File: src/rtl/pipeline_hazard_ctrl.sv
// pipeline_hazard_ctrl
//   Hazard and sequencing controller for a 5-stage ARM pipeline. It sits beside
//   the ID stage and drives every pipeline-register freeze, flush and bubble input.
//   - Detects RAW hazards and stalls or bubbles the front end.
//   - Freezes the whole pipe while the data memory is busy.
//   - Flushes IF/ID on taken branches.
//   - Lets a forwarding-mode change take effect only at a safe point.
//   - Raises a sticky error if a memory access never completes.
//
// Ports
//   clk, rst              rising-edge clock, synchronous active-high reset
//   fwd_mode_req          1 = forwarding requested, 0 = stall-only operation
//   src_1, src_2, two_src ID-stage source registers; two_src = src_2 is read
//   EXE_dest/_wb_en/_mem_read  EXE-stage destination, writeback, load
//   MEM_dest/_wb_en       MEM-stage destination and writeback
//   branch_taken          EXE-stage branch resolved taken
//   mem_req, mem_ready    data-memory access request / completion
//   freeze_pc, freeze_IF_ID, bubble_ID_EXE, flush_IF_ID, freeze_back
//                         pipeline-register controls (combinational decode)
//   fwd_enable            registered enable to the forwarding unit
//   mem_timeout           sticky memory-timeout error flag
//
// Optional build macro
//   PERF_CNT_EN           adds the 32-bit counters stall_cycles, flush_cycles
//                         and memwait_cycles.
//
// Parameters
//   MEM_TIMEOUT           last MEM_WAIT count that is tolerated
//   CNT_W                 wait counter width; 2**CNT_W must exceed MEM_TIMEOUT
module pipeline_hazard_ctrl #(
  parameter int unsigned MEM_TIMEOUT = 255,
  parameter int unsigned CNT_W       = 8
) (
  input  logic       clk,
  input  logic       rst,
  input  logic       fwd_mode_req,
  input  logic [3:0] src_1,
  input  logic [3:0] src_2,
  input  logic       two_src,
  input  logic [3:0] EXE_dest,
  input  logic       EXE_wb_en,
  input  logic       EXE_mem_read,
  input  logic [3:0] MEM_dest,
  input  logic       MEM_wb_en,
  input  logic       branch_taken,
  input  logic       mem_req,
  input  logic       mem_ready,
  output logic       freeze_pc,
  output logic       freeze_IF_ID,
  output logic       bubble_ID_EXE,
  output logic       flush_IF_ID,
  output logic       freeze_back,
  output logic       fwd_enable,
`ifdef PERF_CNT_EN
  output logic       mem_timeout,
  output logic [31:0] stall_cycles,
  output logic [31:0] flush_cycles,
  output logic [31:0] memwait_cycles
`else
  output logic       mem_timeout
`endif
);

  typedef enum logic [1:0] {
    ST_RUN      = 2'd0,
    ST_MEM_WAIT = 2'd1,
    ST_ERR      = 2'd2
  } state_t;

  state_t           state;
  logic [CNT_W-1:0] wait_cnt;

  logic exe_hit;
  logic mem_hit;
  logic hazard;
  logic mem_busy;
  logic frozen;
  logic wait_expired;

  // Register-match terms; src_2 only counts when the instruction reads it.
  assign exe_hit = EXE_wb_en && ((EXE_dest == src_1) || (two_src && (EXE_dest == src_2)));
  assign mem_hit = MEM_wb_en && ((MEM_dest == src_1) || (two_src && (MEM_dest == src_2)));

  // With forwarding, only a load feeding the next instruction needs a stall.
  assign hazard = fwd_enable ? (exe_hit && EXE_mem_read) : (exe_hit || mem_hit);

  // A request that completes in the same cycle costs no wait cycle.
  assign mem_busy = (state == ST_MEM_WAIT) ||
                    ((state == ST_RUN) && mem_req && !mem_ready);

  assign frozen       = (state == ST_ERR) || mem_busy;
  assign wait_expired = (wait_cnt == CNT_W'(MEM_TIMEOUT)) && !mem_ready;

  // Control decode: freeze beats branch flush, branch flush beats hazard stall.
  // A branch held in a frozen EXE stage is flushed on the first unfrozen cycle.
  always_comb begin
    freeze_pc     = 1'b0;
    freeze_IF_ID  = 1'b0;
    bubble_ID_EXE = 1'b0;
    flush_IF_ID   = 1'b0;
    freeze_back   = 1'b0;
    if (frozen) begin
      freeze_pc    = 1'b1;
      freeze_IF_ID = 1'b1;
      freeze_back  = 1'b1;
    end else if (branch_taken) begin
      flush_IF_ID   = 1'b1;
      bubble_ID_EXE = 1'b1;
    end else if (hazard) begin
      freeze_pc     = 1'b1;
      freeze_IF_ID  = 1'b1;
      bubble_ID_EXE = 1'b1;
    end
  end

  // Sequencer state, wait counter, forwarding-mode register and error flag.
  always_ff @(posedge clk) begin
    if (rst) begin
      state       <= ST_RUN;
      wait_cnt    <= '0;
      fwd_enable  <= 1'b0;
      mem_timeout <= 1'b0;
    end else begin
      case (state)
        ST_RUN: begin
          wait_cnt <= '0;
          if (mem_req && !mem_ready) begin
            state <= ST_MEM_WAIT;
          end
          // Safe point: nothing in flight that depends on the current mode.
          if (!mem_busy && !branch_taken && !hazard) begin
            fwd_enable <= fwd_mode_req;
          end
        end
        ST_MEM_WAIT: begin
          if (wait_cnt != '1) begin
            wait_cnt <= wait_cnt + CNT_W'(1);
          end
          if (mem_ready) begin
            state <= ST_RUN;
          end else if (wait_expired) begin
            state       <= ST_ERR;
            mem_timeout <= 1'b1;
          end
        end
        ST_ERR: begin
          state <= ST_ERR;
        end
        default: begin
          state <= ST_RUN;
        end
      endcase
    end
  end

`ifdef PERF_CNT_EN
  // Cycle counters, one per active-priority class; they wrap at 2**32.
  always_ff @(posedge clk) begin
    if (rst) begin
      stall_cycles   <= '0;
      flush_cycles   <= '0;
      memwait_cycles <= '0;
    end else begin
      if (mem_busy) begin
        memwait_cycles <= memwait_cycles + 32'd1;
      end
      if (!frozen && branch_taken) begin
        flush_cycles <= flush_cycles + 32'd1;
      end
      if (!frozen && !branch_taken && hazard) begin
        stall_cycles <= stall_cycles + 32'd1;
      end
    end
  end
`endif

endmodule

File: config.mk
export PLATFORM = sky130hd
export DESIGN_NAME = pipeline_hazard_ctrl
export DESIGN_NICKNAME = d
export VERILOG_FILES = /design/src/rtl/pipeline_hazard_ctrl.sv
export SDC_FILE = /design/constraint.sdc
export NUM_CORES = 1
export LEC_CHECK = 0
export CAP_MARGIN = 30
export CORE_UTILIZATION = 45
export DETAILED_ROUTE_END_ITERATION = 7
export PLACE_DENSITY = 0.83
export SLEW_MARGIN = 5
export SYNTH_ARGS = -nofsm -noshare
export SYNTH_HDL_FRONTEND = slang
export SYNTH_SLANG_ARGS = --single-unit
File: constraint.sdc
create_clock -name clk -period 4.2 [get_ports clk]
set_clock_uncertainty 0.1 [all_clocks]
set_input_delay 0.63 -clock clk [delete_from_list [all_inputs] [get_ports clk]]
set_output_delay 0.63 -clock clk [all_outputs]
set_load 0.02 [all_outputs]
[Word-level counts from Yosys, hierarchy flattened]
Cells that the tools add are included.
Word-level totals
  register bits: 12
  output and inout port bits: 7
  input port bits: 26
  word-level logic and storage cells: 58
Operators by class
  add/sub/neg operators: 1
  reductions and logical operators: 26
  muxes and demuxes: 15
  equal/unequal tests: 11
  bitwise logic cells: 1
Operator list (count)
  4-bit equality test: 4
  8-bit one-hot mux with 2 select lines: 1
  1-bit logical AND: 11
  1-bit two-way mux: 9
  8-bit by 1-bit adder with 8-bit output, second input constant: 1
  8-bit equality test, second input constant: 1
  8-bit two-way mux: 1
  8-bit inequality test, second input constant: 1
  2-bit two-way mux: 3
  2-bit one-hot mux with 3 select lines: 1
  2-bit AND reduction: 3
  1-bit logical OR: 5
  1-bit zero test: 4
  2-bit by 1-bit inequality test with 1-bit output, second input constant: 2
  3-bit inequality test, second input constant: 1
  3-bit AND reduction: 1
  2-bit by 1-bit equality test with 1-bit output, second input constant: 1
  2-bit equality test, second input constant: 1
  2-bit zero test: 1
  2-bit nonzero test: 1
  1-bit inverter: 1

[Depth between registers and ports, before layout]
  word-level depth: 9
  gate-level depth with buffers: 7
  mapped depth without buffers: 7

[Least setup slack after synthesis]
Ideal clock, no wire load.
  path type: input -> output
  from: input mem_ready
  to: output freeze_pc
  stages on the path: 6
  path buffers: 1
  arrival: 1817 ps
  data required time: 3470 ps
  setup slack: 1653 ps
  path through: inv_1 a21o_1 nor2_1 a21oi_1 o21bai_1 buf_4
On the way
  longest elaborated chain between the ends: 5
Ends and longest elaborated chain
  start: declaration: RTL line 47  | input logic mem_ready,
  1-bit zero test: RTL line 89  | ((state == ST_RUN) && mem_req && !mem_ready);
  1-bit logical AND: RTL line 89
  1-bit logical OR: RTL line 88  | assign mem_busy = (state == ST_MEM_WAIT) ||
  1-bit logical OR: RTL line 91  | assign frozen = (state == ST_ERR) || mem_busy;
  1-bit two-way mux
  end: declaration: RTL line 48  | output logic freeze_pc,
Every way passes these cells.

[Worst setup path in the final report]
  from: input src_1[2]
  to: output freeze_IF_ID
On the way
  longest elaborated chain between the ends: 8
  elaborated cells on any way between the ends: 12
  those cells by class: eq/ne (2); mux (4); reduce/logical (6)
Ends and longest elaborated chain
  start: declaration: RTL line 37  | input logic [3:0] src_1,
  4-bit equality test, on equally long branches: RTL line 81, 82
  1-bit logical OR, on equally long branches: RTL line 81, 82
  1-bit logical AND, on equally long branches: RTL line 81, 82
  1-bit logical OR or 1-bit logical AND (tied branches): RTL line 85  | assign hazard = fwd_enable ? (exe_hit && EXE_mem_read) : (exe_hit || mem_hit);
  1-bit two-way mux *: RTL line 85
  1-bit two-way mux *: RTL line 109  | end else if (hazard) begin
  1-bit two-way mux *: RTL line 106  | end else if (branch_taken) begin
  1-bit two-way mux *: RTL line 102  | if (frozen) begin
  end: declaration: RTL line 49  | output logic freeze_IF_ID,
Mark *: on every way between the ends. The rest lies on a longest branch, timed or not.

==> impl_metrics.yaml <==
status:
  status: "completed"
power_and_ir_drop:
  ir_drop_mv: 0.202
  power_density_nw_per_um2: 225
  p_leak_nw: 0.438
layout:
  diodes: 0
  final_cell_count_no_fill: 153
  final_common_cell: "clkdlybuf4s50_1"
  fill_cells: 117
  fin_nets: 158
  syn_to_final_growth_pct: 44.9
  layout-drive-gt1-share_pct: 5.43
  layout_common_cells: "clkdlybuf4s50_1 (32), nor2_1 (13), xor2_1 (12), dfxtp_1 (12), xnor2_1 (10)"
critical_path:
  crit_path_cell_trace: "clkdlybuf4s50_1, xnor2_1, nand4_1, o22ai_1, nor3_2, o21bai_1, clkdlybuf4s50_1"
  slowest_stage: "clkdlybuf4s50_1"
  arrival_ns: 2.57
  cp.buffers_inverters: 2
  critPathLaunchType: "input port"
  max_stage_delay_ns: 0.63
  rr_endpoint: "wait_cnt[5]"
  critPathTopFamily: "buffers and inverters"
  r2r-start: "wait_cnt[0]"
  cp.required_ns: 3.47
  r2r_cells: 7
  cp_max_fo: 4
  crit_top_cell: "clkdlybuf4s50_1"
  r2r_setup_slack_ns: 2.51
  end_kind: "output pin"
  path_class: "input port to output pin"
floorplanning:
  start_util_pct: 50.5
  die_h_um: 44.3
  dieArea_um2: 1960
  fp.dieW_um: 44.3
  ioPinCount: 33
  rows: 14
  core_um2: 1590
synth:
  seq_area_frac_synth_pct: 29.9
  syn_inst: 96
  ys_ff_latch: 12
  syn_nets: 123
  yosysWarnings: 0
  yosysUniqueCellTypes: 31
  synth_area_um2: 805
  avgSynthCellArea_um2: 8.38
cts:
  cts_max_path_buffers: 2
  cts_tree: "built"
  post_cts_resized: 0
  clk_pin_slew_ns: 0.07
  cts_hold_buf: 0
  clock-root-buffer: "clkbuf_4"
  cts_buffers: 3
  cts.sinks: 12
  h-tree-depth: 1
  clk_latency_ns: 0.27
  post_cts_buffers: 0
hold_path:
  hold_start: "mem_timeout"
  holdPathStages: 2
  hold_path_end: "mem_timeout"
  hp-class: "flop to flop"
drt:
  top_layer: "met3"
  wl_met2_um: 917
  drc_errors: 0
  num_vias: 813
  viasPerCell: 5.31
  wl_met1_um: 745
  met3_length_um: 148
  drt_wl_total_um: 1810
  drtPass1Iterations: 4
  drt_iter0_markers: 23
  post_drt_wl_per_cell_um: 11.8
  postRouteAntennaNets: 0
grt:
  gr-total-overflow: 0
  grt_use_total_pct: 20.6
  grt_pass1_vias: 754
  grt_antenna_before_repair: 0
  grt_max_degree: 12
  grt_pass1_wl_um: 3050
sta:
  fmax_mhz: 303
  worstMarginPinSlew_ns: 0.415
  finalSetupViolCount: 0
  period_share_pct: 78.6
  relSlewSlack_pct: 72.2
  setup-tns-final_ns: 0
  final.min_clock_period_ns: 3.30
  rsz0062_at_grt: "no"
  maxSlewViolCount: 0
  hold_viol_final: 0
run:
  maxCapViolCount: 0
placement:
  gp_congestion: 0.754
  hpwl_um: 1570
  numPortBuffers: 32
  dp_cells: 150
-- tightest hold or removal path, stage by stage (launching register included) --
cell and delay (ns):
dfxtp_1 0.33, a21oi_1 0.05, nor2_1 0.07
-- metal layers --
layer	up-vias	GRT usage [%]
li1	410	-
met1	368	25.1
met2	35	35.9
met3	0	5.31
met4	0	4.85
met5	-	0
-- worst max-delay path by stage --
stage	cells after the start	start	endpoint
5_1_grt	7	src_1[0]	freeze_pc
3_3_place_gp	7	src_1[1]	freeze_pc
3_5_place_dp	7	src_1[0]	freeze_IF_ID
4_1_cts	7	src_1[0]	freeze_IF_ID
2_1_floorplan	6	mem_ready	freeze_pc
6_report	7	src_1[2]	freeze_IF_ID
-- layout make-up --
| cell class | count | area [um^2] | share of cell area [%] |
|---|---|---|---|
| Clock buffer | 3 | 22.5 | 1.93 |
| Tap cell | 24 | 30.0 | 2.58 |
| Multi-Input combinational cell | 78 | 538 | 46.1 |
| Inverter | 4 | 15.0 | 1.29 |
| Sequential cell | 12 | 240 | 20.6 |
| Timing Repair Buffer | 32 | 320 | 27.5 |
-- cells in the mapped netlist --
library cell,number,area (um^2)
ha_1,1,12.5
nand3_1,4,20.0
and4_1,2,17.5
o21ai_1,1,5.00
dfxtp_1,12,240
a41o_1,1,10.0
and4_4,1,11.3
a21o_1,2,15.0
nor2b_1,1,6.26
a21oi_1,4,20.0
inv_1,4,15.0
xnor2_1,10,87.6
clkbuf_1,1,3.75
nor2_1,13,48.8
and3_1,3,18.8
buf_4,1,7.51
nand4_1,3,18.8
nand2_1,3,11.3
xor2_1,12,105
o21bai_1,1,7.51
and2_1,1,6.26
o21ai_0,3,15.0
a22oi_1,1,7.51
o22ai_1,1,6.26
a211oi_1,1,7.51
o31a_1,1,8.76
nor2_4,1,11.3
nor3_1,4,20.0
o2111ai_1,1,8.76
nor4_4,1,21.3
nor3_2,1,10.0
-- logic make-up (layout without fill, tap and decap cells) --
family                   Yosys count  count (layout)  synth area share (%)
AND/OR/NAND/NOR                   38              38                  27.5
AO/OA/AOI/OAI                     17              17                  13.8
flip-flops                        12              12                  29.9
adder cells (fa/ha/maj)            1               1                  1.55
XOR/XNOR                          22              22                  23.9
buffers and inverters              6              39                  3.27
-- report_power, final --
part,total [mW],internal [mW],switching [mW],leakage [nW]
Sequential,0.117,0.115,0.00158,0.0970
Combinational,0.0765,0.0433,0.0331,0.327
Clock,0.0690,0.0332,0.0359,0.0138
Total,0.262,0.192,0.0706,0.438
-- flip-flops by register name, summed over array words and instances, names as in the netlist --
name	count
wait_cnt	8
state	2
fwd_enable	1
mem_timeout	1
-- per-stage QoR --
step	hold slack, ns	setup slack [ns]	cell area (um^2)	utilization, %	total power, mW
after floorplan	0.372	1.65	805	-	0.153
after global placement	0.351	0.971	1140	71.7	0.194
after CTS	0.374	0.870	1170	73.2	0.264
after detailed placement	0.358	0.884	1140	71.7	0.196
after global routing	0.434	0.749	1170	73.2	0.277
final	0.377	0.898	1170	73.2	0.262
No activity file was read; power rests on OpenSTA's default activity.
